==> src/rtl/alu_sequencer_pkg.sv <==
// Shared ALU opcode encoding, datapath width and the flag-update decode used by
// both the ALU and the sequencer.
package alu_sequencer_pkg;

  localparam int unsigned WORD_SIZE = 8;

  typedef enum logic [3:0] {
    OpAdd = 4'h0,
    OpAdc = 4'h1,
    OpSub = 4'h2,
    OpAnd = 4'h3,
    OpOr  = 4'h4,
    OpXor = 4'h5,
    OpCmp = 4'h6,
    OpInc = 4'h7,
    OpDec = 4'h8,
    OpShr = 4'h9,
    OpShl = 4'hA
  } opcode_t;

  // One bit per opcode value; undefined encodings leave every flag untouched.
  localparam logic [15:0] FLAG_UPDATE_C  = 16'h0007;  // ADD, ADC, SUB
  localparam logic [15:0] FLAG_UPDATE_ZN = 16'h007F;  // ADD..CMP

  function automatic logic updates_c(opcode_t op);
    return FLAG_UPDATE_C[op];
  endfunction

  function automatic logic updates_zn(opcode_t op);
    return FLAG_UPDATE_ZN[op];
  endfunction

endpackage

==> src/rtl/alu_flags_reg.sv <==
// Architectural C/Z/N flags register with an independent write enable per flag.
module alu_flags_reg (
  input  logic clk,
  input  logic rst,
  input  logic we_c,
  input  logic we_z,
  input  logic we_n,
  input  logic c_next,
  input  logic z_next,
  input  logic n_next,
  output logic flag_c,
  output logic flag_z,
  output logic flag_n
);

  logic c_q, z_q, n_q;

  always_ff @(posedge clk) begin
    if (rst) begin
      c_q <= 1'b0;
      z_q <= 1'b0;
      n_q <= 1'b0;
    end else begin
      if (we_c) c_q <= c_next;
      if (we_z) z_q <= z_next;
      if (we_n) n_q <= n_next;
    end
  end

  assign flag_c = c_q;
  assign flag_z = z_q;
  assign flag_n = n_q;

endmodule

==> src/rtl/alu_sequencer.sv <==
// Initiator for the combinational ALU: registers one request, lets the ALU settle for
// a full cycle, captures result and flags, and holds them until the consumer takes them.
module alu_sequencer #(
  parameter int unsigned WORD_SIZE = alu_sequencer_pkg::WORD_SIZE
) (
  input  logic                      clk,
  input  logic                      rst,
  input  logic                      req_valid,
  output logic                      req_ready,
  input  alu_sequencer_pkg::opcode_t req_opcode,
  input  logic [WORD_SIZE-1:0]      req_a,
  input  logic [WORD_SIZE-1:0]      req_b,
  output logic                      resp_valid,
  input  logic                      resp_ready,
  output logic [WORD_SIZE-1:0]      resp_result,
  output logic                      flags_c,
  output logic                      flags_z,
  output logic                      flags_n,
  output alu_sequencer_pkg::opcode_t alu_opcode,
  output logic [WORD_SIZE-1:0]      alu_a,
  output logic [WORD_SIZE-1:0]      alu_b,
  output logic                      alu_carry_in,
  input  logic [WORD_SIZE-1:0]      alu_out,
  input  logic                      alu_flag_c,
  input  logic                      alu_flag_z,
  input  logic                      alu_flag_n
);

  import alu_sequencer_pkg::*;

  typedef enum logic [1:0] {StIdle, StExec, StDone} state_t;

  state_t               state_q, state_d;
  opcode_t              op_q;
  logic [WORD_SIZE-1:0] a_q, b_q;
  logic [WORD_SIZE-1:0] result_q;
  logic                 accept;
  logic                 capture;
  logic                 we_c, we_zn;

  always_comb begin
    state_d   = state_q;
    req_ready = 1'b0;
    unique case (state_q)
      StIdle: begin
        req_ready = 1'b1;
        if (req_valid) state_d = StExec;
      end
      StExec: begin
        state_d = StDone;
      end
      StDone: begin
        req_ready = resp_ready;
        if (resp_ready) state_d = req_valid ? StExec : StIdle;
      end
      default: begin
        state_d = StIdle;
      end
    endcase
  end

  assign accept  = req_valid & req_ready;
  assign capture = (state_q == StExec);

  always_ff @(posedge clk) begin
    if (rst) begin
      state_q  <= StIdle;
      op_q     <= OpAdd;
      a_q      <= '0;
      b_q      <= '0;
      result_q <= '0;
    end else begin
      state_q <= state_d;
      // Operands move only on accept so the ALU inputs never glitch mid-operation.
      if (accept) begin
        op_q <= req_opcode;
        a_q  <= req_a;
        b_q  <= req_b;
      end
      if (capture) result_q <= alu_out;
    end
  end

  assign we_c  = capture & updates_c(op_q);
  assign we_zn = capture & updates_zn(op_q);

  alu_flags_reg u_flags (
    .clk    (clk),
    .rst    (rst),
    .we_c   (we_c),
    .we_z   (we_zn),
    .we_n   (we_zn),
    .c_next (alu_flag_c),
    .z_next (alu_flag_z),
    .n_next (alu_flag_n),
    .flag_c (flags_c),
    .flag_z (flags_z),
    .flag_n (flags_n)
  );

  assign resp_valid   = (state_q == StDone);
  assign resp_result  = result_q;
  assign alu_opcode   = op_q;
  assign alu_a        = a_q;
  assign alu_b        = b_q;
  // ADC sees the flag as registered before the operation started.
  assign alu_carry_in = flags_c;

endmodule
==> config.mk <==
export PLATFORM = sky130hd
export DESIGN_NAME = alu_sequencer
export DESIGN_NICKNAME = d
export VERILOG_FILES = /design/src/rtl/alu_sequencer_pkg.sv /design/src/rtl/alu_flags_reg.sv /design/src/rtl/alu_sequencer.sv
export SDC_FILE = /design/constraint.sdc
export NUM_CORES = 1
export LEC_CHECK = 0
export ABC_AREA = 0
export CAP_MARGIN = 5
export CELL_PAD_IN_SITES_DETAIL_PLACEMENT = 1
export CELL_PAD_IN_SITES_GLOBAL_PLACEMENT = 2
export CORE_UTILIZATION = 19
export CTS_BUF_LIST = sky130_fd_sc_hd__clkbuf_16
export DETAILED_ROUTE_END_ITERATION = 7
export HOLD_SLACK_MARGIN = 0.02
export PLACE_DENSITY = 0.74
export SLEW_MARGIN = 0
export SYNTH_ARGS = -nofsm -noshare
export SYNTH_HDL_FRONTEND = slang
export SYNTH_SLANG_ARGS = --single-unit
==> constraint.sdc <==
create_clock -name clk -period 1.1 [get_ports clk]
set_input_delay 0.11 -clock clk [delete_from_list [all_inputs] [get_ports clk]]
set_output_delay 0.11 -clock clk [all_outputs]
set_load 0.005 [all_outputs]
# Yosys cells after proc, flatten, opt, wreduce, memory -nomap -nowiden
# Memory sizes are Yosys's and may differ from the RTL's. A register that Yosys moved wholly into a read port is not among the register bits.
# Index checks and enable logic that the tools add are counted.
[op_classes]
n_bitwise = 3
mux = 11
eq_ne = 4
magnitude_cmp = 1
reduce_logical = 2
[op_table]
columns = ["cell", "count"]
rows = [
  ["4-bit two-way mux", 4],
  ["2-bit one-hot mux with 3 select lines", 1],
  ["4-bit by 5-bit less-than comparator with 1-bit output (second input constant)", 1],
  ["2-bit two-way mux", 2],
  ["1-bit AND", 3],
  ["1-bit two-way mux", 3],
  ["2-bit by 1-bit equality test with 1-bit output (second input constant)", 1],
  ["2-bit equality test (second input constant)", 1],
  ["2-bit zero test", 1],
  ["2-bit by 1-bit != test with 1-bit output (second input constant)", 1],
  ["2-bit != test (second input constant)", 1],
  ["1-bit one-hot mux with 2 select lines", 1],
  ["2-bit AND reduction", 1],
]
[totals]
reg_bits = 33
word_cells = 31
romBits = 32
mem_count = 2
out_inout_bits = 34
input_bits = 35
[memory_table]
columns = ["name", "depth", "width", "read_ports", "rd_clocked_by_memory_dff", "wr", "line_no", "rtl"]
rows = [
  ["(name not given)", 16, 1, 1, 1, 0, "alu_sequencer_pkg.sv:30", "return FLAG_UPDATE_ZN[op];"],
  ["(name not given)", 16, 1, 1, 1, 0, "alu_sequencer_pkg.sv:26", "return FLAG_UPDATE_C[op];"],
]

# Depth between registers and ports, before layout
[depth]
word_depth = 5
depth_mapped = 4

# Hierarchy
# From an unflattened synthesis, not the netlist that was laid out.
[unflattened]
hier_cells = 155
area_unflattened_um2 = 1305.0
[by_module_without_submodules]
columns = ["mod", "instances", "cells_each", "area_each_um2"]
rows = [
  ["alu_sequencer", 1, 146, 1203.7],
  ["alu_flags_reg", 1, 9, 101.3],
]

# Least setup slack after synthesis
# OpenSTA, ideal clock, no wires.
[synth_path]
kind = "register to register"
from = "register state_q[0]"
to = "register (tool-made name)"
setup_time_ns = 0.122
arrival_ns = 0.921
path_slack_ns = 0.057
path_buffers = 0
synth_period_minus_slack_ns = 1.043
stages_incl_launch_ff = 4
path_cell_list = "dfxtp_1 -> nor2b_1 -> a21oi_1 -> a311o_1"
[synth_lines]
columns = ["element", "line_no", "rtl"]
rows = [
  ["start: declaration", "alu_sequencer.sv:33", "state_t state_q, state_d;"],
  ["start signal: assignment", "alu_sequencer.sv:67", "state_q <= StIdle;"],
  ["start signal: assignment", "alu_sequencer.sv:73", "state_q <= state_d;"],
]

# Worst setup path after layout
[layout_path]
from = "register state_q[1]"
to = "register u_flags.c_q (netlist: u_flags.flag_c)"
[layout_via]
elab_chain_len = 2
[layout_rtl]
columns = ["element", "line_no", "rtl"]
rows = [
  ["2-bit by 1-bit equality test with 1-bit output", "alu_sequencer.sv:63", "assign capture = (state_q == StExec);"],
  ["1-bit AND", "alu_sequencer.sv:84", "assign we_c = capture & updates_c(op_q);"],
  ["end signal: assignment", "alu_flags_reg.sv:24", "if (we_c) c_q <= c_next;"],
  ["end: declaration", "alu_flags_reg.sv:16", "logic c_q, z_q, n_q;"],
]
# Every way passes these cells.
# A chain may end at the register's enable or synchronous reset.

==> metrics.txt <==
Seq/Total Area, Yosys=51.6%; synthesized area=1360 sq um; Clock Skews=0.00268 ns; failing checks=negative setup slack; Post-DP Area=2280 sq um; Least-Margin Pin Slew=between 0.3 and 0.4 ns; Unique masters post-synth=21; final setup vio count=14; power density over the cells=around 1300 nW/um^2; Peak Freq=~0.87 GHz; Tot Pwr=~3.3 mW; largest buffer count on any clock path=2; vias per std cell=4.32; Min-Delay Path Class=in2reg; IO Port Bufs=68; area share of xor/xnor cells in the synthesized design=0%; Hold Buf Count CTS=0; Syn Nets=between 150 and 200; Slew HR=~76%; min Tclk post-route=1.15 ns; Ports=69; H-tree Lvls=2; FF+latch count, synth=35; commonest cells after routing, fill and taps aside=32 x clkdlybuf4s50_1, 32 x dlygate4sd2_1, 26 x dfxtp_1; synthesized instance count=between 150 and 200; CTS Sinks=35; vias in the first global route=1519; mux cell area share after synthesis=0%; row count=30; Die X=a little under 90 microns; CP Launch Type=flip-flop; pins over their slew limit=0; Max Cap Viol=0; Remaining DRCs=0; Crit Path Category=reg2reg; DRT Wirelength=between 4000 and 5000 microns; post-DR wirelength/cell=about 14 microns; setup ws final=-0.0494 ns; share of layout cells above drive strength 1=between 20% and 30%; vias post-DR=1502; RSZ-0062 raised after global routing=true; worst vdd ir=0.481 mV; die area=7490 sq um; Starting Density=19.9%; Yosys warning count=0; Core Util, Final=38.0%; Worst R2R Path Depth=5; CP required=approximately 1.3 ns; WHS Path Cells=3; CP Data Arrival Time=1.35 ns; Worst-Skew Late Latency=0.27 ns; die height=86.5 microns; Routability Congestion=0.774; 1st-iter DRT viols=38; Lkg Pwr=1.13 nW; final hold vios=0; Fill cells=809; core area=6830 sq um; cell area after layout=2600 sq um; post-route ant nets=0; Area Growth Syn to Fin=91.2%; TritonCTS clock tree=yes; Synth Area in Compound Gates=23.9%; Reg clk slew, reported paths=0.05 ns; Root Buffer=clkbuf_16; Final period util=104%; Overflow after GRT=0; total global routing track utilization=between 10% and 20%; largest family of logic cells by synthesized area=compound AO/OA/AOI/OAI gates; adder-cell share of the synthesized area=0%; synthesized area per cell=8.28 sq um; crit path capture type=flip-flop; CP Max Fanout=5; run status=finished with violations; antenna cells=0; antenna violations before repair=0; Layout Nets=286; Final Non-Filler Cells=348; CTS Buf Count=5; dpl cells=336; largest net degree at the start of global routing=23; first-pass GRT wire length=7490 microns; simple-gate share of the synthesized area=18.5%; drt first pass iters=4; Final HPWL DP=3230 microns
==> cell usage after synthesis <==
| master | number | area (sq um) |
|---|---|---|
| inv_1 | 1 | 3.75 |
| nor3_1 | 1 | 5.00 |
| and2b_1 | 2 | 15.0 |
| nand2b_1 | 4 | 25.0 |
| a211o_1 | 1 | 8.76 |
| nand3_1 | 23 | 115 |
| clkbuf_1 | 4 | 15.0 |
| a311o_1 | 1 | 10.0 |
| nand3b_1 | 1 | 7.51 |
| o21ai_0 | 1 | 5.00 |
| dfxtp_1 | 35 | 701 |
| nor2b_1 | 2 | 12.5 |
| a31o_2 | 1 | 8.76 |
| a31oi_1 | 1 | 6.26 |
| a21oi_1 | 34 | 170 |
| nand2_1 | 18 | 67.6 |
| nor2_1 | 1 | 3.75 |
| o21ai_1 | 20 | 100 |
| buf_4 | 3 | 22.5 |
| a211oi_1 | 2 | 15.0 |
| buf_2 | 8 | 40.0 |
==> flip-flops by register name (all words and copies together), names as in the netlist, named ones only <==
| signal | cells |
|---|---|
| alu_b | 8 |
| alu_a | 8 |
| resp_result | 8 |
| alu_opcode | 4 |
| u_flags.flag_n | 1 |
| state_q | 2 |
| u_flags.flag_z | 1 |
| u_flags.flag_c | 1 |
==> through the flow <==
stage | setup TNS, ns | setup WS, ns | hold WS [ns]
CTS | -0.322 | -0.0687 | 0.371
finish | -0.199 | -0.0494 | 0.185
floorplan | 0 | 0.0566 | 0.246
global placement | -6.67 | -0.452 | 0.445
detailed placement | -7.24 | -0.467 | 0.452
global route | -1.41 | -0.0877 | 0.205
==> worst paths after layout <==
path | from | slack [ns] | to
setup / recovery | state_q[1]$_SDFFE_PP0P_ | -0.05 | u_flags.flag_c$_SDFFE_PP0P_
hold reg to reg | resp_result[4]$_SDFFE_PP0N_ | 0.46 | resp_result[4]$_SDFFE_PP0N_
setup reg to reg | state_q[1]$_SDFFE_PP0P_ | -0.05 | u_flags.flag_c$_SDFFE_PP0P_
hold / removal | resp_ready | 0.19 | state_q[1]$_SDFFE_PP0P_
==> final cells by class <==
cell class                      instances  area (sq um)  area share (%)
Tap cell                               96           120            4.63
Inverter                                1          3.75           0.145
Timing Repair Buffer                   95           908            35.0
Multi-Input combinational cell        113           712            27.4
Clock inverter                          3          12.5           0.482
Clock buffer                            5           125            4.82
Sequential cell                        35           714            27.5
==> per-layer routing <==
layer / part of all wire [%] / track usage (%) / up-vias
met1: 46 / 16.3 / 711
met2: 48 / 22.2 / 44
met5: 0 / 0 / -
met4: 0.91 / 4.09 / 0
met3: 4.7 / 3.05 / 4
li1: - / - / 743
==> worst max-delay path: stages (launching register included) <==
cell	delay [ns]
dfxtp_2	0.33
buf_6	0.12
and2b_4	0.30
buf_12	0.13
nand3_4	0.07
a21oi_2	0.12
==> repair_timing <==
item / CTS / global route
gates cloned: 1 / 0
setup endpoints to repair: 66 / 35
pin swaps: 3 / 12
setup buffers: 3 / 0
gates resized for setup: 62 / 29
==> report_power, final <==
group	total, mW	switching, mW	internal (mW)
clock	1.31	0.496	0.817
combinational	0.610	0.255	0.355
sequential	1.40	0.0488	1.35
==> kinds of logic (layout without fill, tap and decap cells) <==
group,Yosys count,count (layout)
AO/OA/AOI/OAI,61,61
AND/OR/NAND/NOR,52,52
buffers and inverters,16,104
flip-flops,35,35
Power figures use the tool's default switching activity.
